`src/rtl/pll_ctrl_pkg.sv`:
```
// rtl/pll_ctrl_pkg.sv - shared types, widths and helpers for the PLL reconfiguration controller
package pll_ctrl_pkg;

    localparam int DIV_W   = 10;
    localparam int PHASE_W = 13;

    typedef enum logic [2:0] {
        IDLE,
        PWD,
        APPLY,
        RST,
        WAIT_LOCK,
        LOCKED,
        ERROR
    } state_e;

    // One complete PLL dynamic configuration word (shadow and live copies)
    typedef struct packed {
        logic [DIV_W-1:0]   idiv;
        logic [DIV_W-1:0]   fdiv;
        logic [DIV_W-1:0]   odiv;
        logic [DIV_W-1:0]   duty;
        logic [PHASE_W-1:0] phase;
    } pll_cfg_t;

    // Bits needed for a counter running 0 .. n-1 (never less than one bit)
    function automatic int cnt_width(input int n);
        return (n <= 2) ? 1 : $clog2(n);
    endfunction

    // Sequence counter width: the lock timeout dominates, but the
    // power-down and reset phases share the same counter
    function automatic int seq_cnt_width(input int lock_timeout, input int pwd_cycles,
                                         input int rst_cycles);
        int m;
        m = lock_timeout;
        if (pwd_cycles > m) m = pwd_cycles;
        if (rst_cycles > m) m = rst_cycles;
        return cnt_width(m);
    endfunction

endpackage

```
`src/rtl/pll_reconfig_ctrl_if.sv`:
```
// rtl/pll_reconfig_ctrl_if.sv - configuration request/ready bus between register block and PLL controller
interface pll_reconfig_ctrl_if;
    import pll_ctrl_pkg::*;

    logic               cfg_req;
    logic               cfg_ready;
    logic [DIV_W-1:0]   cfg_idiv;
    logic [DIV_W-1:0]   cfg_fdiv;
    logic [DIV_W-1:0]   cfg_odiv;
    logic [DIV_W-1:0]   cfg_duty;
    logic [PHASE_W-1:0] cfg_phase;

    modport master (
        output cfg_req, cfg_idiv, cfg_fdiv, cfg_odiv, cfg_duty, cfg_phase,
        input  cfg_ready
    );

    modport slave (
        input  cfg_req, cfg_idiv, cfg_fdiv, cfg_odiv, cfg_duty, cfg_phase,
        output cfg_ready
    );

endinterface

```
`src/rtl/pll_lock_sync.sv`:
```
// rtl/pll_lock_sync.sv - 2-FF lock synchronizer and consecutive-high stability counter
module pll_lock_sync #(
    parameter int LOCK_STABLE = 8
) (
    input  logic clk_tb,
    input  logic rst_n,
    input  logic pll_lock,
    input  logic clr,
    output logic lock_s,
    output logic lock_stable_hit
);

    localparam int SW = $clog2(LOCK_STABLE + 1);
    localparam logic [SW-1:0] STABLE_LAST = SW'(LOCK_STABLE - 1);
    localparam logic [SW-1:0] STABLE_MAX  = SW'(LOCK_STABLE);

    logic          sync1_q, sync1_d;
    logic          sync2_q, sync2_d;
    logic [SW-1:0] stable_q, stable_d;

    // Synchronizer shift and saturating run-length count of lock_s high
    always_comb begin
        sync1_d  = pll_lock;
        sync2_d  = sync1_q;
        stable_d = stable_q;
        if (clr || !sync2_q) begin
            stable_d = '0;
        end else if (stable_q != STABLE_MAX) begin
            stable_d = stable_q + 1'b1;
        end
    end

    // Synchronizer and counter flops
    always_ff @(posedge clk_tb or negedge rst_n) begin
        if (!rst_n) begin
            sync1_q  <= 1'b0;
            sync2_q  <= 1'b0;
            stable_q <= '0;
        end else begin
            sync1_q  <= sync1_d;
            sync2_q  <= sync2_d;
            stable_q <= stable_d;
        end
    end

    assign lock_s          = sync2_q;
    // Fires on the LOCK_STABLE-th consecutive high cycle
    assign lock_stable_hit = sync2_q && !clr && (stable_q == STABLE_LAST);

endmodule

```
`src/rtl/pll_reconfig_ctrl.sv`:
```
// rtl/pll_reconfig_ctrl.sv - PLL power-down/apply/reset/lock sequencer; optional PLL_LOCK_LOSS_RECOVER_EN
module pll_reconfig_ctrl
    import pll_ctrl_pkg::*;
#(
    parameter int                 PWD_CYCLES   = 16,
    parameter int                 RST_CYCLES   = 16,
    parameter int                 LOCK_STABLE  = 8,
    parameter int                 LOCK_TIMEOUT = 50000,
    parameter int                 MAX_RETRY    = 3,
    parameter logic [DIV_W-1:0]   DEF_IDIV     = 10'd2,
    parameter logic [DIV_W-1:0]   DEF_FDIV     = 10'd32,
    parameter logic [DIV_W-1:0]   DEF_ODIV     = 10'd100,
    parameter logic [DIV_W-1:0]   DEF_DUTY     = 10'd100,
    parameter logic [PHASE_W-1:0] DEF_PHASE    = 13'd16
) (
    input  logic                clk_tb,
    input  logic                rst_n,
    pll_reconfig_ctrl_if.slave  cfg,
    input  logic                pll_lock,
    output logic                pll_pwd,
    output logic                pll_rst,
    output logic [DIV_W-1:0]    dyn_idiv,
    output logic [DIV_W-1:0]    dyn_fdiv,
    output logic [DIV_W-1:0]    dyn_odiv,
    output logic [DIV_W-1:0]    dyn_duty,
    output logic [PHASE_W-1:0]  dyn_phase,
    output logic                busy,
    output logic                locked,
    output logic                err,
    output logic [1:0]          retry_cnt,
    output logic                lock_lost
);

    localparam int CNT_W = seq_cnt_width(LOCK_TIMEOUT, PWD_CYCLES, RST_CYCLES);
    localparam logic [CNT_W-1:0] PWD_LAST  = CNT_W'(PWD_CYCLES - 1);
    localparam logic [CNT_W-1:0] RST_LAST  = CNT_W'(RST_CYCLES - 1);
    localparam logic [CNT_W-1:0] TO_LAST   = CNT_W'(LOCK_TIMEOUT - 1);
    localparam logic [1:0]       RETRY_MAX = 2'(MAX_RETRY);
    localparam pll_cfg_t DEF_CFG = '{DEF_IDIV, DEF_FDIV, DEF_ODIV, DEF_DUTY, DEF_PHASE};

    state_e           state_q, state_d;
    logic [CNT_W-1:0] cnt_q, cnt_d;
    logic [1:0]       retry_q, retry_d;
    pll_cfg_t         shadow_q, shadow_d;
    pll_cfg_t         dyn_q, dyn_d;
    logic             pwd_q, pwd_d;
    logic             prst_q, prst_d;
    logic             busy_q, busy_d;
    logic             locked_q, locked_d;
    logic             err_q, err_d;
    logic             ready_q, ready_d;
    logic             lost_q, lost_d;

    logic             lock_s;
    logic             stable_hit;
    logic             accept;
    logic             timeout;

    pll_lock_sync #(
        .LOCK_STABLE (LOCK_STABLE)
    ) u_lock_sync (
        .clk_tb          (clk_tb),
        .rst_n           (rst_n),
        .pll_lock        (pll_lock),
        .clr             (state_q != WAIT_LOCK),
        .lock_s          (lock_s),
        .lock_stable_hit (stable_hit)
    );

    assign accept  = cfg.cfg_req && ready_q;
    assign timeout = (cnt_q == TO_LAST);

    // State register: reset lands in PWD so bring-up starts on release
    always_ff @(posedge clk_tb or negedge rst_n) begin
        if (!rst_n) begin
            state_q <= PWD;
        end else begin
            state_q <= state_d;
        end
    end

    // Next-state logic; lock completion outranks a same-cycle timeout
    always_comb begin
        state_d = state_q;
        unique case (state_q)
            IDLE, ERROR: if (accept) state_d = PWD;
            PWD:         if (cnt_q == PWD_LAST) state_d = APPLY;
            APPLY:       state_d = RST;
            RST:         if (cnt_q == RST_LAST) state_d = WAIT_LOCK;
            WAIT_LOCK: begin
                if (stable_hit) begin
                    state_d = LOCKED;
                end else if (timeout) begin
                    state_d = (retry_q < RETRY_MAX) ? PWD : ERROR;
                end
            end
            LOCKED: begin
                if (accept) begin
                    state_d = PWD;
                end else if (!lock_s) begin
`ifdef PLL_LOCK_LOSS_RECOVER_EN
                    state_d = PWD;
`else
                    state_d = IDLE;
`endif
                end
            end
            default: state_d = PWD;
        endcase
    end

    // Counters, shadow/live configuration and registered outputs from next state
    always_comb begin
        if (state_d != state_q) begin
            cnt_d = '0;
        end else if (cnt_q != '1) begin
            cnt_d = cnt_q + 1'b1;
        end else begin
            cnt_d = cnt_q;
        end

        retry_d  = retry_q;
        shadow_d = shadow_q;
        if (accept) begin
            shadow_d = '{cfg.cfg_idiv, cfg.cfg_fdiv, cfg.cfg_odiv, cfg.cfg_duty, cfg.cfg_phase};
            retry_d  = '0;
        end else if (state_q == WAIT_LOCK && state_d == PWD) begin
            retry_d = retry_q + 2'd1;
        end
`ifdef PLL_LOCK_LOSS_RECOVER_EN
        else if (state_q == LOCKED && !lock_s) begin
            retry_d = '0;
        end
`endif

        // Live PLL config only moves while the PLL is held in reset
        dyn_d = (state_d == APPLY) ? shadow_q : dyn_q;

        pwd_d    = (state_d == PWD);
        prst_d   = (state_d == PWD) || (state_d == APPLY) || (state_d == RST) ||
                   (state_d == ERROR);
        busy_d   = (state_d == PWD) || (state_d == APPLY) || (state_d == RST) ||
                   (state_d == WAIT_LOCK);
        ready_d  = (state_d == IDLE) || (state_d == LOCKED) || (state_d == ERROR);
        locked_d = (state_d == LOCKED);
        err_d    = (state_d == ERROR);
        lost_d   = (state_q == LOCKED) && !lock_s;
    end

    // Datapath and output registers
    always_ff @(posedge clk_tb or negedge rst_n) begin
        if (!rst_n) begin
            cnt_q    <= '0;
            retry_q  <= '0;
            shadow_q <= DEF_CFG;
            dyn_q    <= DEF_CFG;
            pwd_q    <= 1'b1;
            prst_q   <= 1'b1;
            busy_q   <= 1'b1;
            ready_q  <= 1'b0;
            locked_q <= 1'b0;
            err_q    <= 1'b0;
            lost_q   <= 1'b0;
        end else begin
            cnt_q    <= cnt_d;
            retry_q  <= retry_d;
            shadow_q <= shadow_d;
            dyn_q    <= dyn_d;
            pwd_q    <= pwd_d;
            prst_q   <= prst_d;
            busy_q   <= busy_d;
            ready_q  <= ready_d;
            locked_q <= locked_d;
            err_q    <= err_d;
            lost_q   <= lost_d;
        end
    end

    assign cfg.cfg_ready = ready_q;
    assign pll_pwd       = pwd_q;
    assign pll_rst       = prst_q;
    assign busy          = busy_q;
    assign locked        = locked_q;
    assign err           = err_q;
    assign retry_cnt     = retry_q;
    assign lock_lost     = lost_q;
    assign dyn_idiv      = dyn_q.idiv;
    assign dyn_fdiv      = dyn_q.fdiv;
    assign dyn_odiv      = dyn_q.odiv;
    assign dyn_duty      = dyn_q.duty;
    assign dyn_phase     = dyn_q.phase;

endmodule

```
`src/flat_wrapper.sv`:
```
// flat-port wrapper written by rule: the top's interface ports become plain ports
module pll_reconfig_ctrl_flat import pll_ctrl_pkg::*;
#(
    parameter int                 PWD_CYCLES   = 16,
    parameter int                 RST_CYCLES   = 16,
    parameter int                 LOCK_STABLE  = 8,
    parameter int                 LOCK_TIMEOUT = 50000,
    parameter int                 MAX_RETRY    = 3,
    parameter logic [DIV_W-1:0]   DEF_IDIV     = 10'd2,
    parameter logic [DIV_W-1:0]   DEF_FDIV     = 10'd32,
    parameter logic [DIV_W-1:0]   DEF_ODIV     = 10'd100,
    parameter logic [DIV_W-1:0]   DEF_DUTY     = 10'd100,
    parameter logic [PHASE_W-1:0] DEF_PHASE    = 13'd16
)
  (clk_tb, rst_n, pll_lock, pll_pwd, pll_rst, dyn_idiv, dyn_fdiv, dyn_odiv, dyn_duty, dyn_phase, busy, locked, err, retry_cnt, lock_lost, cfg_cfg_req, cfg_cfg_idiv, cfg_cfg_fdiv, cfg_cfg_odiv, cfg_cfg_duty, cfg_cfg_phase, cfg_cfg_ready);
  pll_reconfig_ctrl_if cfg_i ();
  input  logic clk_tb;
  input  logic rst_n;
  input  logic pll_lock;
  output logic pll_pwd;
  output logic pll_rst;
  output logic [DIV_W-1:0] dyn_idiv;
  output logic [DIV_W-1:0] dyn_fdiv;
  output logic [DIV_W-1:0] dyn_odiv;
  output logic [DIV_W-1:0] dyn_duty;
  output logic [PHASE_W-1:0] dyn_phase;
  output logic busy;
  output logic locked;
  output logic err;
  output logic [1:0] retry_cnt;
  output logic lock_lost;
  input wire logic [$bits(cfg_i.cfg_req)-1:0] cfg_cfg_req;
  input wire logic [$bits(cfg_i.cfg_idiv)-1:0] cfg_cfg_idiv;
  input wire logic [$bits(cfg_i.cfg_fdiv)-1:0] cfg_cfg_fdiv;
  input wire logic [$bits(cfg_i.cfg_odiv)-1:0] cfg_cfg_odiv;
  input wire logic [$bits(cfg_i.cfg_duty)-1:0] cfg_cfg_duty;
  input wire logic [$bits(cfg_i.cfg_phase)-1:0] cfg_cfg_phase;
  output wire logic [$bits(cfg_i.cfg_ready)-1:0] cfg_cfg_ready;
  assign cfg_i.cfg_req = cfg_cfg_req;
  assign cfg_i.cfg_idiv = cfg_cfg_idiv;
  assign cfg_i.cfg_fdiv = cfg_cfg_fdiv;
  assign cfg_i.cfg_odiv = cfg_cfg_odiv;
  assign cfg_i.cfg_duty = cfg_cfg_duty;
  assign cfg_i.cfg_phase = cfg_cfg_phase;
  assign cfg_cfg_ready = cfg_i.cfg_ready;
  pll_reconfig_ctrl #(.PWD_CYCLES(PWD_CYCLES), .RST_CYCLES(RST_CYCLES), .LOCK_STABLE(LOCK_STABLE), .LOCK_TIMEOUT(LOCK_TIMEOUT), .MAX_RETRY(MAX_RETRY), .DEF_IDIV(DEF_IDIV), .DEF_FDIV(DEF_FDIV), .DEF_ODIV(DEF_ODIV), .DEF_DUTY(DEF_DUTY), .DEF_PHASE(DEF_PHASE)) u_core (.clk_tb(clk_tb), .rst_n(rst_n), .cfg(cfg_i), .pll_lock(pll_lock), .pll_pwd(pll_pwd), .pll_rst(pll_rst), .dyn_idiv(dyn_idiv), .dyn_fdiv(dyn_fdiv), .dyn_odiv(dyn_odiv), .dyn_duty(dyn_duty), .dyn_phase(dyn_phase), .busy(busy), .locked(locked), .err(err), .retry_cnt(retry_cnt), .lock_lost(lock_lost));
endmodule
```
`config.mk`:
```
export PLATFORM = sky130hd
export DESIGN_NAME = pll_reconfig_ctrl_flat
export DESIGN_NICKNAME = d
export VERILOG_FILES = /design/src/rtl/pll_ctrl_pkg.sv /design/src/rtl/pll_reconfig_ctrl_if.sv /design/src/rtl/pll_lock_sync.sv /design/src/rtl/pll_reconfig_ctrl.sv /design/src/flat_wrapper.sv
export SDC_FILE = /design/constraint.sdc
export NUM_CORES = 1
export LEC_CHECK = 0
export CAP_MARGIN = 10
export CORE_ASPECT_RATIO = 1.1
export CORE_MARGIN = 1.5
export CORE_UTILIZATION = 50
export DETAILED_ROUTE_END_ITERATION = 8
export PLACE_DENSITY = 0.86
export SLEW_MARGIN = 10
export SYNTH_ARGS = -nofsm -noshare
export SYNTH_HDL_FRONTEND = slang
export SYNTH_SLANG_ARGS = --single-unit
```
`constraint.sdc`:
```
create_clock -name clk_tb -period 3.3 [get_ports clk_tb]
set_input_delay 0.66 -clock clk_tb [delete_from_list [all_inputs] [get_ports clk_tb]]
set_output_delay 0.66 -clock clk_tb [all_outputs]
set_load 0.005 [all_outputs]
```
After elaboration in Yosys (flattened, before gate mapping)
Cells that the tools add are included.
{"block": "totals", "register_bits": 140, "in_bits": 57, "output_inout_bits": 62}
{"block": "op_classes", "n_addsub": 3, "magnitude_cmp": 1, "n_eq_ne": 19, "n_mux": 15, "reduce_logical": 20}
{"op": "16-bit two-way mux", "n": 2}
{"op": "3-bit two-way mux", "n": 8}
{"op": "3-bit equality test, second input constant", "n": 6}
{"op": "3-bit one-hot mux with 6 select lines", "n": 1}
{"op": "16-bit by 1-bit adder with 16-bit output, second input constant", "n": 1}
{"op": "16-bit equality test, second input constant", "n": 1}
{"op": "16-bit by 4-bit equality test with 1-bit output, second input constant", "n": 1}
{"op": "16-bit != test, second input constant", "n": 1}
{"op": "3-bit by 2-bit equality test with 1-bit output, second input constant", "n": 4}
{"op": "4-bit two-way mux", "n": 2}
{"op": "1-bit logical OR", "n": 7}
{"op": "3-bit by 1-bit equality test with 1-bit output, second input constant", "n": 2}
{"op": "3-bit logical NOT", "n": 2}
{"op": "2-bit nonzero test", "n": 3}
{"op": "1-bit logical AND", "n": 5}
{"op": "4-bit by 1-bit adder with 4-bit output, second input constant", "n": 1}
{"op": "4-bit by 3-bit equality test with 1-bit output, second input constant", "n": 1}
{"op": "2-bit two-way mux", "n": 2}
{"op": "4-bit != test, second input constant", "n": 1}
{"op": "3-bit != test", "n": 1}
{"op": "3-bit != test, second input constant", "n": 1}
{"op": "2-bit by 1-bit adder with 2-bit output, second input constant", "n": 1}
{"op": "1-bit logical NOT", "n": 2}
{"op": "2-bit less-than comparator, second input constant", "n": 1}
{"op": "2-bit OR reduction", "n": 1}

Logic depth before layout (Yosys ltp)
Gate-level depths: netlist of the first run.
{"block": "logic_depth", "word_depth": 10, "depth_mapped": 9}

By module
A second synthesis of the first run with hierarchy kept.
{"block": "hier_totals", "hier_cells": 527, "hier_area_um2": 6152.2}
{"module": "pll_reconfig_ctrl", "instances": 1, "cells_each": 503, "area_per_inst_um2": 5871.9, "seq_area_each_um2": 3380.7}
{"module": "pll_lock_sync", "instances": 1, "cells_each": 24, "area_per_inst_um2": 280.3, "seq_area_each_um2": 150.1}

Worst setup path after synthesis of the first run
Ideal clock, no wire load.
{"block": "synth_path", "path_kind": "reg-to-reg", "startpoint": "register u_core.cnt_q[7]", "endpoint": "register u_core.cnt_q[1]", "setup_ps": 73, "arrival_ps": 2700, "required_time_ps": 3227, "slack_ps": 527, "stages_incl_launch_ff": 9, "path_buffers": 2, "path_cell_list": "dfrtp_1 > or4_1 > or3_1 > buf_2 > o211ai_1 > mux2_2 > a2111o_1 > buf_2 > nor2_1"}
{"block": "synth_between", "elab_chain_len": 6, "elab_cells_between_ends": 11, "classes_between": "eq/ne (4); mux (6); reduce/logical (1)"}
{"element": "from (decl)", "line_no": "pll_reconfig_ctrl.sv:42", "text": "logic [CNT_W-1:0] cnt_q, cnt_d;"}
{"element": "from (signal assigned)", "line_no": "pll_reconfig_ctrl.sv:165", "text": "cnt_q <= cnt_d;"}
{"element": "16-bit equality test", "line_no": "pll_reconfig_ctrl.sv:71", "text": "assign timeout = (cnt_q == TO_LAST);"}
{"element": "3-bit two-way mux", "line_no": "pll_reconfig_ctrl.sv:93", "text": "end else if (timeout) begin"}
{"element": "3-bit two-way mux", "line_no": "pll_reconfig_ctrl.sv:91", "text": "if (stable_hit) begin"}
{"element": "3-bit one-hot mux with 6 select lines", "line_no": "pll_reconfig_ctrl.sv:85", "text": "unique case (state_q)"}
{"element": "3-bit != test", "line_no": "pll_reconfig_ctrl.sv:114", "text": "if (state_d != state_q) begin"}
{"element": "16-bit two-way mux or 2-bit nonzero test (tied branches)"}
Several ways; a longest one is shown, not always the timed one.
A chain may end at the register's enable or synchronous reset.

Worst setup path after layout of the first run
{"block": "layout_path", "startpoint": "register u_core.cnt_q[12]", "endpoint": "register u_core.cnt_q[14]"}
Same word-level chain as after synthesis.

==> results.md, run 1 <==
- The flow ran to the end, and the final reports show no timing, DRC or antenna violations.
- For the pin with the worst max-slew slack, the measured transition is 979 ps.
- In the post-synthesis netlist, the biggest area contributors are sky130_fd_sc_hd__dfrtp_1 (51%), sky130_fd_sc_hd__mux2_2 (13%), sky130_fd_sc_hd__dfstp_2 (9.9%).
- The master cell of the clock root buffer is sky130_fd_sc_hd__clkbuf_16.
- The count of buffers inserted at the top-level ports is roughly 120.
- The compound-cell area share of the yosys netlist is about 3.3%.
- Clock latency on the worst-skew pair, taken at its later pin, is approximately 410 ps.
- The total congestion overflow is 0.
- Synthesis produced a netlist with a net count of ~470.
- At the worst endpoint, the required time is ~3600 ps.
- TritonCTS built the clock tree.
- Global routing used 5.52% of the available met3 tracks.
- The path class of the lowest-slack min-delay path is input port to async pin.
- By area, the combinational part of the netlist is dominated by multiplexers.
- The first-pass GRT wire length is about 19,000 um.
- No sink is reached through more buffers than the 2 on the longest clock path.
- After Yosys synthesis, full adders, half adders and majority gates account for less than 1% of the synthesized area.
- The portion of the clock cycle consumed by the worst path in the final layout is between 90% and 100%.
- The cell area power density is roughly 540 nW/um^2.
- The cell area after synthesis is approximately 5800 um^2.
- The critical path goes through or4_1 > or3_1 > o211ai_1 > mux2_2 > a2111o_1 > a211oi_1.
- The number of violations of the max-capacitance limit is 0.
- The floorplan has 41 rows.
- For this design, the sink count on the clock tree is 140.
- At the worst endpoint, the arrival time is 3460 ps.
- Entering global routing, the biggest net connects 70 pins.
- The number of antenna repair diodes is 0.
- The flip-flop and latch count after synthesis is 140.
- The post-route setup TNS is 0 ps.
- Counting the buffers created by CTS gives 17.
- In the final design database the tool counted ~600 nets.
- The number of hold violations in the final report is 0.
- Summing all non-filler instances in the final layout gives an area of around 7800 um^2.
- The total power after layout is 4.18 mW.
- The detailed-placement wirelength estimate is 7940 um.
- The total DRC errors in the routed layout is 0.
- Hold timing on the final database bottoms out at a slack of around 240 ps.
- The xor-xnor portion of the synthesized cell area is between 2 and 2.5%.
- The type of the worst setup path is flop to flop.
- Broken down by cell family, the worst path's largest delay share belongs to compound AO/OA/AOI/OAI gates.
- The setup-violating endpoint count in the final report is 0.
- IR analysis of the VDD net gives a maximum drop of approximately 0.28 mV.
- The fraction of the mapped netlist area in simple logic gates is slightly below 8%.
- The number of slew-limit violations in the final report is 0.
- The highest net fanout along the worst path is 16.
- After clock tree synthesis, the clock-pin slew on the worst setup and hold paths is 60 ps.
- After synthesis, the share of cell area in mux cells is between 20% and 30%.
- For this run, global-route usage on met1 was measured as between 20% and 30%.
- The count of yosys warnings during synthesis is 0.
- The iteration-0 DRC count of the detailed router is ~310.
- The floorplan step defined a die boundary enclosing between 10,000 and 15,000 um^2.
- The initial antenna violation count came to 0.
- The post-cts hold buffer count is 0.
- The post-route antenna net violation count is 0.
- The post-route netlist has roughly a third of its cells at a drive strength greater than 1.
- The initial core utilization is 51.1%.
- The final critical delay including setup and external delays is around 3200 ps.
- The synthesized design spends more area on one cell type than any other, namely sky130_fd_sc_hd__dfrtp_1.
- A synthesized cell averages around 14 um^2.
- The first TritonRoute pass finished after 5 iterations.
- Summed over all cells, the static leakage comes to ~3.7 nW.
- The die outline width is 106 um.
- The critical path contains buffers and inverters numbering 0 combined.
- Across every metal layer, demand over resource in global routing totals 20.0%.
- Among all flip-flop cells after synthesis, the most frequent one is sky130_fd_sc_hd__dfrtp_1.
- The via count of the first global-routing pass is a little under 4,000.
- The number of gates resized after CTS is 0.
- For this run, the top clock speed supported by timing is between 300 and 400 MHz.
- The area growth from synthesis to layout is 33.4%.
- The core region is about 11,000 um^2.
- The total detailed-routing wirelength is between 10,000 and 15,000 um.
- Setup repair after global routing left no endpoint under its margin.
- In the synthesized netlist the async set-or-reset flop fraction comes to 100%.
- The area fraction of the dominant cell type after synthesis is 50.5%.
- The average wire per cell in the routed design is ~17 um.
- For this block, the via count after detailed routing is between 3,000 and 4,000.
- The post-synthesis cell count is 407.
- After clock tree synthesis, the setup repair step added 0 buffers.
- Measured against its own limit, the worst slew margin works out to between 30% and 40%.
- In this run the cell area measured after placement is roughly 7200 um^2.
- The detail-routed via count per cell is about 5.4.
- The cell with the most instances after synthesis is sky130_fd_sc_hd__dfrtp_1.
- The critical path endpoint category is a flop.
- For this run, global-route usage on met2 was measured as 34.8%.
- The number of I/O pins is approximately 120.
- The die is about 120 um tall.
- The worst setup path is launched from a flop.
- The count of H-tree levels built during CTS is 4.
- In this run, distinct cell masters in the synthesized netlist total 44.
- The global routing stage identified its most utilized layer as met2.
- The post-synthesis sequential area ratio is between 60% and 70%.
- The slowest stage of the critical path belongs to the cell sky130_fd_sc_hd__a2111o_1.
- The congestion estimate from routability-driven global placement came to 0.913.
- The critical path's largest stage delay is around 600 ps.
- For the final database, setup skew stands at 8.63 ps.
- The filler cells instantiated in the layout total between 700 and 800.
- Sorting the synthesized cells by how often they occur yields sky130_fd_sc_hd__dfrtp_1 (118), sky130_fd_sc_hd__mux2_2 (70), sky130_fd_sc_hd__mux2_4 (37).
- The number of enable-type register cells in the synthesized netlist is 0.
-- worst paths after layout --
path / start / endpoint / slack, ps / depth (start not counted)
worst max-delay path: u_core.cnt_q[12] / u_core.cnt_q[14] / 150 / 6
worst min-delay path: rst_n / u_core.shadow_q[34] / 240 / 1
worst max register to register: u_core.cnt_q[12] / u_core.cnt_q[14] / 150 / 6
worst min register to register: u_core.u_lock_sync.sync1_q / u_core.u_lock_sync.lock_s / 350 / 0
max in group asynchronous: rst_n / u_core.shadow_q[15] / 2230 / 2
min in group clk_tb: u_core.u_lock_sync.sync1_q / u_core.u_lock_sync.lock_s / 350 / 0
-- worst reg2reg max path: stages, from the launching register on --
cell,delay [ps]
sky130_fd_sc_hd__dfrtp_1,460
sky130_fd_sc_hd__or4_1,520
sky130_fd_sc_hd__or3_1,490
sky130_fd_sc_hd__o211ai_1,280
sky130_fd_sc_hd__mux2_2,370
sky130_fd_sc_hd__a2111o_1,610
sky130_fd_sc_hd__a211oi_1,330
-- placed cells by master, fill, tap and decap left out, types with 3 or more instances in the layout --
master | synthesis | layout
sky130_fd_sc_hd__ha_1 | 4 | 4
sky130_fd_sc_hd__inv_1 | 7 | 7
sky130_fd_sc_hd__and3_1 | 3 | 3
sky130_fd_sc_hd__dfstp_2 | 22 | 22
sky130_fd_sc_hd__dfrtp_1 | 118 | 118
sky130_fd_sc_hd__xor2_1 | 9 | 9
sky130_fd_sc_hd__clkinv_4 | 0 | 3
sky130_fd_sc_hd__mux2_4 | 37 | 37
sky130_fd_sc_hd__nor3_1 | 5 | 5
sky130_fd_sc_hd__nand2_1 | 17 | 16
sky130_fd_sc_hd__mux2_2 | 70 | 70
sky130_fd_sc_hd__bufinv_16 | 0 | 3
sky130_fd_sc_hd__clkbuf_16 | 0 | 17
sky130_fd_sc_hd__nand3_1 | 11 | 11
sky130_fd_sc_hd__clkdlybuf4s50_1 | 0 | 117
sky130_fd_sc_hd__mux2i_1 | 3 | 3
sky130_fd_sc_hd__or3_1 | 3 | 3
sky130_fd_sc_hd__clkinvlp_4 | 0 | 3
sky130_fd_sc_hd__nor2_1 | 26 | 26
sky130_fd_sc_hd__a21oi_1 | 9 | 9
sky130_fd_sc_hd__xnor2_1 | 5 | 5
sky130_fd_sc_hd__a211oi_1 | 4 | 4
sky130_fd_sc_hd__nor4_1 | 3 | 3
sky130_fd_sc_hd__nand4_1 | 7 | 7
sky130_fd_sc_hd__o21ai_0 | 4 | 4
sky130_fd_sc_hd__buf_4 | 0 | 4
-- report_power, final --
part           switching [mW]  leakage (nW)  internal, mW
combinational           0.183          1.57         0.177
clock                   0.753         0.297          1.22
sequential             0.0555          1.84          1.79
-- layer usage --
layer	up-vias	share of wire [%]
met5	-	0
met1	1902	41
met3	18	4.9
li1	1708	-
met4	0	1.7
met2	138	52
-- metrics by stage --
stage | cells | util (%) | setup slack, ps
floorplan | 407 | - | 527
global placement | 666 | 62.7 | 333
detailed placement | 666 | 62.7 | 175
CTS | 698 | 68.2 | 176
global route | 698 | 68.2 | 6.39
finish | 698 | 68.2 | 146
-- sequential cells by signal, indices dropped and copies added, names as in the netlist, 2 cells and up --
name,count
u_core.state_q,3
u_core.dyn_odiv,10
u_core.u_lock_sync.stable_q,4
u_core.dyn_idiv,10
u_core.cnt_q,16
u_core.dyn_phase,13
u_core.dyn_duty,10
u_core.dyn_fdiv,10
u_core.shadow_q,53
u_core.retry_cnt,2
-- cell families (layout without fill, tap and decap cells) --
family | count (synthesis) | count (layout)
compound gates | 29 | 29
mux | 110 | 110
flops | 140 | 140
simple gates | 89 | 89
fa+ha+maj | 4 | 4
buf+inv | 21 | 162
xor+xnor | 14 | 14
-- final cells by class --
cell class / instances / area, um^2 / area share [%]
Tap cell: 150 / 188 / 2.41
Multi-Input combinational cell: 246 / 2200 / 28.2
Timing Repair Buffer: 123 / 1230 / 15.8
Clock inverter: 14 / 184 / 2.36
Sequential cell: 140 / 3530 / 45.3
Clock buffer: 18 / 439 / 5.63
Inverter: 7 / 26.3 / 0.337
No activity file was read; power rests on OpenSTA's default activity.
==> inputs of run 2 (changes only) <==
--- a/config.mk
+++ b/config.mk
@@ -7,7 +7,7 @@
 export LEC_CHECK = 0
 export CAP_MARGIN = 10
 export CORE_ASPECT_RATIO = 1.1
-export CORE_MARGIN = 1.5
+export CORE_MARGIN = 4
 export CORE_UTILIZATION = 50
 export DETAILED_ROUTE_END_ITERATION = 8
 export PLACE_DENSITY = 0.86
==> run 2 against run 1 <==
Hold slack improved by 25 ps. Global-route usage fell by 0.95 points. Sequential power barely moved. Combinational power fell by 1%. Routed wire length rose by 0.76%. Sequential share of layout area rose by 0.17 points. Total power fell by 4.6%.
==> results.md, run 2 (synthesis results as in run 1) <==
- The portion of the clock cycle consumed by the worst path in the final layout is 94.1% (-1.5 points).
- The portion of total power attributed to sequential cells is 46.3% (+2.2 points).
- TritonCTS built the clock tree.
- Setup repair after global routing left no endpoint under its margin.
- The share of the core filled with cells in the final layout is 67.9% (-0.25 points).
- The count of buffers added by post-CTS timing repair for setup came to 0 (unchanged).
- The critical-path cell with the highest stage delay is sky130_fd_sc_hd__a2111o_1.
- The relative slew slack is 51.3% (+17 points).
- The post-cts hold buffer count is 0 (unchanged).
- The total number of nets in the final design is 597 (+0.17%).
- The detailed-route via count is 3,715 (-1.4%).
- The final critical delay including setup and external delays is 3100 ps (-49.0 ps).
- The data arrival time of the critical path is 3410 ps (-50 ps).
- The cell area power density was 513 nW/um^2 (-4.2%).
- The total congestion overflow was 0 (unchanged).
- The critical path's largest stage delay came to 600 ps (about the same).
- The proportion of layout cells with a drive suffix above 1 is 30.6% (-0.79 points).
- The number of slew-limit violations in the final report was 0 (unchanged).
- The tightest hold margin is 265 ps (+24.8 ps).
- The number of hold violations in the final report came to 0 (unchanged).
- The number of rows in the core area is 41 (unchanged).
- The critical path endpoint category is a flop.
- The library cell used most frequently in the layout, excluding fill and tap cells, is sky130_fd_sc_hd__dfrtp_1.
- The highest net fanout along the worst path is 16 (unchanged).
- The worst register-to-register path begins at u_core.cnt_q[7].
- The final weighted congestion in routability-driven placement is 0.844 (-7.5%).
- The number of flip-flops in the largest register is 53 (unchanged).
- The launching element type of the critical path is a flop.
- The start point of the critical path is u_core.cnt_q[7].
- The signal on the critical path passes through or4_1 > or3_1 > o211ai_1 > mux2_2 > a2111o_1 > a311oi_1.
- The worst setup path is of the flop to flop kind.
- The path class of the lowest-slack min-delay path is input port to async pin.
- The area of the multi-input gates is 2200 um^2 (unchanged).
- The global-route usage over all layers is 19.1% (-0.95 points).
- The clock transition time at the flip-flop clock pins of the worst setup and hold paths is 50 ps (about the same).
- The number of violations of the max-capacitance limit is 0 (unchanged).
- The post-route setup TNS is 0 ps (unchanged).
- The combinational cell fraction of total power is 8.9% (+0.3 points).
- The TritonCTS sink count is 140 (unchanged).
- The number of antenna repair diodes is 0 (unchanged).
- The slew of the pin with the lowest slew margin is 730 ps (-249 ps).
- The initial antenna violation count was 0 (unchanged).
- The y dimension of the die was 121 um (+4.3%).
- The number of gates resized after CTS came to 0 (unchanged).
- The post-route antenna net violation count is 0 (unchanged).
- The first-pass GRT wire length was 20,300 um (+6.3%).
- The number of I/O pins came to 119 (unchanged).
- The maximum vdd drop is 0.275 mV (-2.2%).
- The initial core utilization was 51.1% (unchanged).
- The area of the die is 13,500 um^2 (+9.2%).
- The cell internal power dissipation came to 3.08 mW (-3.4%).
- The total CTS buffers came to 17 (unchanged).
- The endpoint identified for the worst register-to-register timing path is u_core.cnt_q[10].
- The total DRC errors in the routed layout was 0 (unchanged).
- The capturing element of the worst setup path is u_core.cnt_q[10].
- The detailed-placement wirelength estimate came to 8180 um (+3.0%).
- The iteration-0 DRC count of the detailed router came to 261 (-17%).
- The largest net degree at the start of global routing is 80 (+14%).
- In the layout the commonest cells are sky130_fd_sc_hd__dfrtp_1 (118), sky130_fd_sc_hd__clkdlybuf4s50_1 (117), sky130_fd_sc_hd__mux2_2 (70).
- The setup-violating endpoint count in the final report is 0 (unchanged).
- The die outline width is 111 um (+4.7%).
- The switching portion of total power is 22.8% (-0.93 points).
- The share of total power in the clock network is 44.8% (-2.5 points).
- The flow ran to the end, and the final reports show no timing, DRC or antenna violations.
- The required time of the critical path is 3610 ps (about the same).
- In this run the clock root is driven by a sky130_fd_sc_hd__clkbuf_16.
- The detailed-router iteration count before antenna repair is 4 (-1).
- The layout-stage area growth over the synthesis result is 32.9%.
- The maximum root-to-sink buffer count is 2 (unchanged).
- The count of H-tree levels built during CTS was 4 (unchanged).
- The detail-routed via count per cell is 5.31 (-1.5%).
- The total power after layout is 3.99 mW (-4.6%).
- The via count of the first global-routing pass came to 3,983 (+3.5%).
- The total detailed-routing wirelength is 12,300 um (+0.76%).
- The average wire per cell in the routed design came to 17.6 um (+0.62%).
- The slack of the worst reg-to-reg path is 200 ps (+50 ps).
- The number of fill cells is 771 (+0.78%).
- The upper clock frequency limit came to 322 MHz (+1.6%).
- The standard cell core area is 11,400 um^2 (unchanged).
- Ranked by flip-flop count, first place goes to u_core.shadow_q.
- The worst setup skew after layout is 8.48 ps (-0.152 ps).
- The net load switching power came to 0.908 mW (-8.3%).
- The number of cells traversed by the worst register-to-register path came to 6 (unchanged).
- The clock latency on the worst-skew pair is 410 ps (about the same).
- The count of buffers inserted at the top-level ports is 118 (unchanged).
- The combined flip-flop and latch cell area is 3530 um^2 (unchanged).
- The leakage power total is 3.71 nW (about the same).
[run 2: changes by cell type in the layout (fill, tap and decap cells not counted), sizes merged]
| cell | previous run | this run |
|---|---|---|
| buf | 6 | 7 |
| clkinv | 4 | 5 |
| bufinv | 3 | 1 |
| clkinvlp | 3 | 0 |
| clkbuf | 18 | 26 |
| inv | 11 | 7 |
[run 2: cell type report]
type / instances / area share [%]
multi-input cells: 246 / 28.3
well taps: 150 / 2.42
repair buffers: 124 / 16.3
flip-flops and latches: 140 / 45.4
clock inverters: 6 / 0.805
inverters: 7 / 0.338
clock buffers: 26 / 6.43
[run 2: routing by layer]
layer | global-route usage, % | vias up | share of wire, %
met3 | 4.99 | 22 | 5.5
li1 | - | 1716 | -
met5 | 0 | - | 0
met1 | 23.7 | 1852 | 43
met4 | 7.76 | 0 | 1.4
met2 | 32.0 | 125 | 51
[run 2: critical path, delay by kind of cell, from the launching register on]
family | cells | cell delay, ps
flops | 1 | 410
compound gates | 3 | 1170
mux | 1 | 370
simple gates | 2 | 1060
[run 2: how the worst min path moves through the flow]
stage	startpoint	endpoint	slack, ps	cells past startpoint
after floorplan	u_core.u_lock_sync.sync1_q	u_core.u_lock_sync.lock_s	330	0
after global placement	u_core.u_lock_sync.sync1_q	u_core.u_lock_sync.lock_s	330	0
after detailed placement	u_core.u_lock_sync.sync1_q	u_core.u_lock_sync.lock_s	340	0
after CTS	rst_n	u_core.dyn_idiv[2]	280	1
after global routing	rst_n	u_core.shadow_q[2]	320	1
final	rst_n	u_core.shadow_q[45]	260	1
[run 2: per-stage QoR]
stage	cell area [um^2]	cells	setup WS (ps)
after floorplan	5850	407	527
after global placement	7210	667	331
after detailed placement	7210	667	215
after CTS	7770	699	221
after global routing	7770	699	67.9
final	7770	699	195
[run 2: power by group through the flow]
stage / Sequential (mW) / Combinational (mW) / Clock (mW)
6_report: 1.85 / 0.355 / 1.79
5_1_grt: 1.85 / 0.399 / 1.91
4_1_cts: 1.84 / 0.358 / 1.82
2_1_floorplan: 1.86 / 0.199 / 0
3_5_place_dp: 1.87 / 0.354 / 0
3_3_place_gp: 1.87 / 0.337 / 0
==> inputs of run 3 (changes only) <==
--- a/config.mk
+++ b/config.mk
@@ -10,7 +10,7 @@
 export CORE_MARGIN = 4
 export CORE_UTILIZATION = 50
 export DETAILED_ROUTE_END_ITERATION = 8
-export PLACE_DENSITY = 0.86
+export PLACE_DENSITY = 0.75
 export SLEW_MARGIN = 10
 export SYNTH_ARGS = -nofsm -noshare
 export SYNTH_HDL_FRONTEND = slang
==> run 3 against run 2 <==
Flip-flop and latch count stayed put. Clock skew up 1.4 ps. Maximum frequency decreased by 1.1%. Register-to-register slack got worse by 30 ps. Cell count rose by 0.29%. Global-route usage rose by 0.063 points. Sequential share of layout area decreased by 0.49 points. Utilization increased by 0.74 points. Die area unchanged. Critical endpoint is now u_core.cnt_q[2].
==> results.md, run 3 (synthesis results as in run 1) <==
- The flow ran to the end, and the final reports show no timing, DRC or antenna violations.
- The setup-violating endpoint count in the final report is 0 (unchanged).
- TritonCTS built the clock tree.
- The global-route usage over all layers was 19.1% (+0.063 points).
- The via count of the first global-routing pass is 3,933 (-1.3%).
- The average wire per cell in the routed design is 17.5 um (-0.47%).
- The first-pass GRT wire length is 20,100 um (-0.78%).
- The number of hold violations in the final report is 0 (unchanged).
- The start point of the critical path is u_core.cnt_q[7].
- The count of H-tree levels built during CTS is 4 (unchanged).
- The required time of the critical path is 3610 ps (about the same).
- The total CTS buffers was 17 (unchanged).
- The depth of the worst hold-timing path is 0.
- The leakage power total came to 3.75 nW (+1.1%).
- The upper clock frequency limit came to 319 MHz (-1.1%).
- The total congestion overflow is 0 (unchanged).
- The number of rows in the core area came to 41 (unchanged).
- The maximum vdd drop is 0.338 mV (+23%).
- The TritonCTS sink count is 140 (unchanged).
- The worst register-to-register path ends at u_core.cnt_q[2].
- The post-route antenna net violation count came to 0 (unchanged).
- The number of cells in the design after placement is 669 (+0.30%).
- The number of I/O pins is 119 (unchanged).
- The data arrival time of the critical path came to 3450 ps (+40 ps).
- The launching element type of the critical path is a flop.
- The detailed-route via count is 3,715 (unchanged).
- The iteration-0 DRC count of the detailed router was 214 (-18%).
- The number of slew-limit violations in the final report is 0 (unchanged).
- The clock latency on the worst-skew pair is 420 ps (about the same).
- The relative slew slack is 33.2% (-18 points).
- The endpoint with the worst hold slack is u_core.u_lock_sync.lock_s.
- The worst register-to-register path begins at u_core.cnt_q[7].
- The post-cts hold buffer count is 0 (unchanged).
- The highest net fanout along the worst path is 16 (unchanged).
- The number of flip-flops in the largest register is 53 (unchanged).
- The number of violations of the max-capacitance limit is 0 (unchanged).
- The combined flip-flop and latch cell area was 3530 um^2 (unchanged).
- Setup repair after global routing left no endpoint under its margin.
- In the layout the commonest cells are sky130_fd_sc_hd__dfrtp_1 (118), sky130_fd_sc_hd__clkdlybuf4s50_1 (117), sky130_fd_sc_hd__mux2_2 (70).
- The final weighted congestion in routability-driven placement came to 0.887 (+5.2%).
- The number of cells traversed by the worst register-to-register path is 6 (unchanged).
- The worst setup path is captured at a flop.
- The detailed-router iteration count before antenna repair came to 4 (unchanged).
- The standard cell core area is 11,400 um^2 (unchanged).
- The proportion of layout cells with a drive suffix above 1 is 31.9% (+1.3 points).
- The number of antenna repair diodes is 0 (unchanged).
- The tightest min-delay check is of the flop to flop type.
- The total number of nets in the final design is 599 (+0.34%).
- The critical path in this run is classified as flop to flop.
- The master cell of the clock root buffer is sky130_fd_sc_hd__clkbuf_16.
- The area of the die came to 13,500 um^2 (unchanged).
- The slew of the pin with the lowest slew margin is 1000 ps (+272 ps).
- The filler-free cell count of the finished design came to 701 (+0.29%).
- The number of fill cells is 781 (+1.3%).
- The largest net degree at the start of global routing was 117 (+46%).
- The area of the multi-input gates was 2200 um^2 (about the same).
- The total detailed-routing wirelength came to 12,300 um (-0.19%).
- The slack of the worst reg-to-reg path came to 160 ps (-30 ps).
- The count of buffers inserted at the top-level ports is 118 (unchanged).
- The clock transition time at the flip-flop clock pins of the worst setup and hold paths is 60 ps (about the same).
- The cell area power density was 545 nW/um^2 (+6.1%).
- The die outline width is 111 um (unchanged).
- The initial antenna violation count is 0 (unchanged).
- The portion of the clock cycle consumed by the worst path in the final layout came to 95.1% (+1.0 points).
- The initial core utilization is 51.1% (unchanged).
- The layout-stage area growth over the synthesis result is 34.3%.
- The register with the most flip-flops is u_core.shadow_q.
- The total DRC errors in the routed layout is 0 (unchanged).
- The final critical delay including setup and external delays is 3140 ps (+34.2 ps).
- The worst setup skew after layout came to 9.85 ps (+1.38 ps).
- The post-route setup TNS came to 0 ps (unchanged).
- The y dimension of the die was 121 um (unchanged).
- The worst hold path startpoint is u_core.u_lock_sync.sync1_q.
- The detailed-placement wirelength estimate is 8280 um (+1.2%).
- The library cell used most frequently in the layout, excluding fill and tap cells, is sky130_fd_sc_hd__dfrtp_1.
- The maximum root-to-sink buffer count is 2 (unchanged).
- The count of buffers added by post-CTS timing repair for setup is 0 (unchanged).
- The detail-routed via count per cell is 5.30 (-0.29%).
[run 3: changes by cell type in the layout (fill, tap and decap cells not counted), sizes merged]
cell,change
inv,+2
clkinv,+1
bufinv,+4
clkbuf,-8
buf,+2
clkinvlp,+1
[run 3: area by class of cell]
type | count | share of cell area (%)
inverters | 7 | 0.335
flip-flops and latches | 140 | 45.0
multi-input cells | 246 | 28.0
repair buffers | 126 | 16.0
well taps | 150 | 2.39
clock buffers | 18 | 5.59
clock inverters | 14 | 2.76
[run 3: worst max-delay path by stage]
stage	to	slack (ps)	depth (start not counted)
after floorplan	u_core.cnt_q[1]	530	8
after global placement	u_core.cnt_q[14]	300	6
after detailed placement	u_core.cnt_q[2]	190	6
after CTS	u_core.cnt_q[2]	140	6
after global routing	u_core.cnt_q[2]	30	6
final	u_core.cnt_q[2]	160	6
[run 3: metal layers]
layer  share of wire, %  GRT usage (%)  wire, um  up-vias
met4                1.9           8.14       229        0
met1                 42           22.6      5170     1888
li1                   -              -         -     1714
met3                4.4           5.59       544       17
met2                 52           32.8      6330       96
met5                  0              0         0        -
[run 3: what timing repair did]
action | in CTS | in global routing
hold endpoints to repair | 0 | 0
endpoints found under the setup margin | 0 | 1
gates resized for setup | 0 | 1
[run 3: through the flow]
stage | total power [mW] | worst slack, ps | util, % | instance area [um^2] | hold slack, ps
6_report | 4.28 | 161 | 68.7 | 7860 | 346
5_1_grt | 4.45 | 25.3 | 68.7 | 7860 | 360
3_5_place_dp | 2.23 | 195 | 62.9 | 7200 | 336
4_1_cts | 4.32 | 137 | 68.7 | 7850 | 349
3_3_place_gp | 2.21 | 298 | 62.9 | 7200 | 336
2_1_floorplan | 2.06 | 527 | - | 5850 | 331
[run 3: power breakdown]
group	switching (mW)	internal, mW	leakage, nW
clock network	0.718	1.36	0.321
logic	0.178	0.175	1.59
registers	0.0548	1.79	1.84
total	0.951	3.33	3.75
[run 3: critical path: stages (launching register included)]
cell                       delay (ps)
sky130_fd_sc_hd__dfrtp_1          420
sky130_fd_sc_hd__or4_1            560
sky130_fd_sc_hd__or3_1            490
sky130_fd_sc_hd__o211ai_1         280
sky130_fd_sc_hd__mux2_2           360
sky130_fd_sc_hd__a2111o_2         600
sky130_fd_sc_hd__nor3_1           310
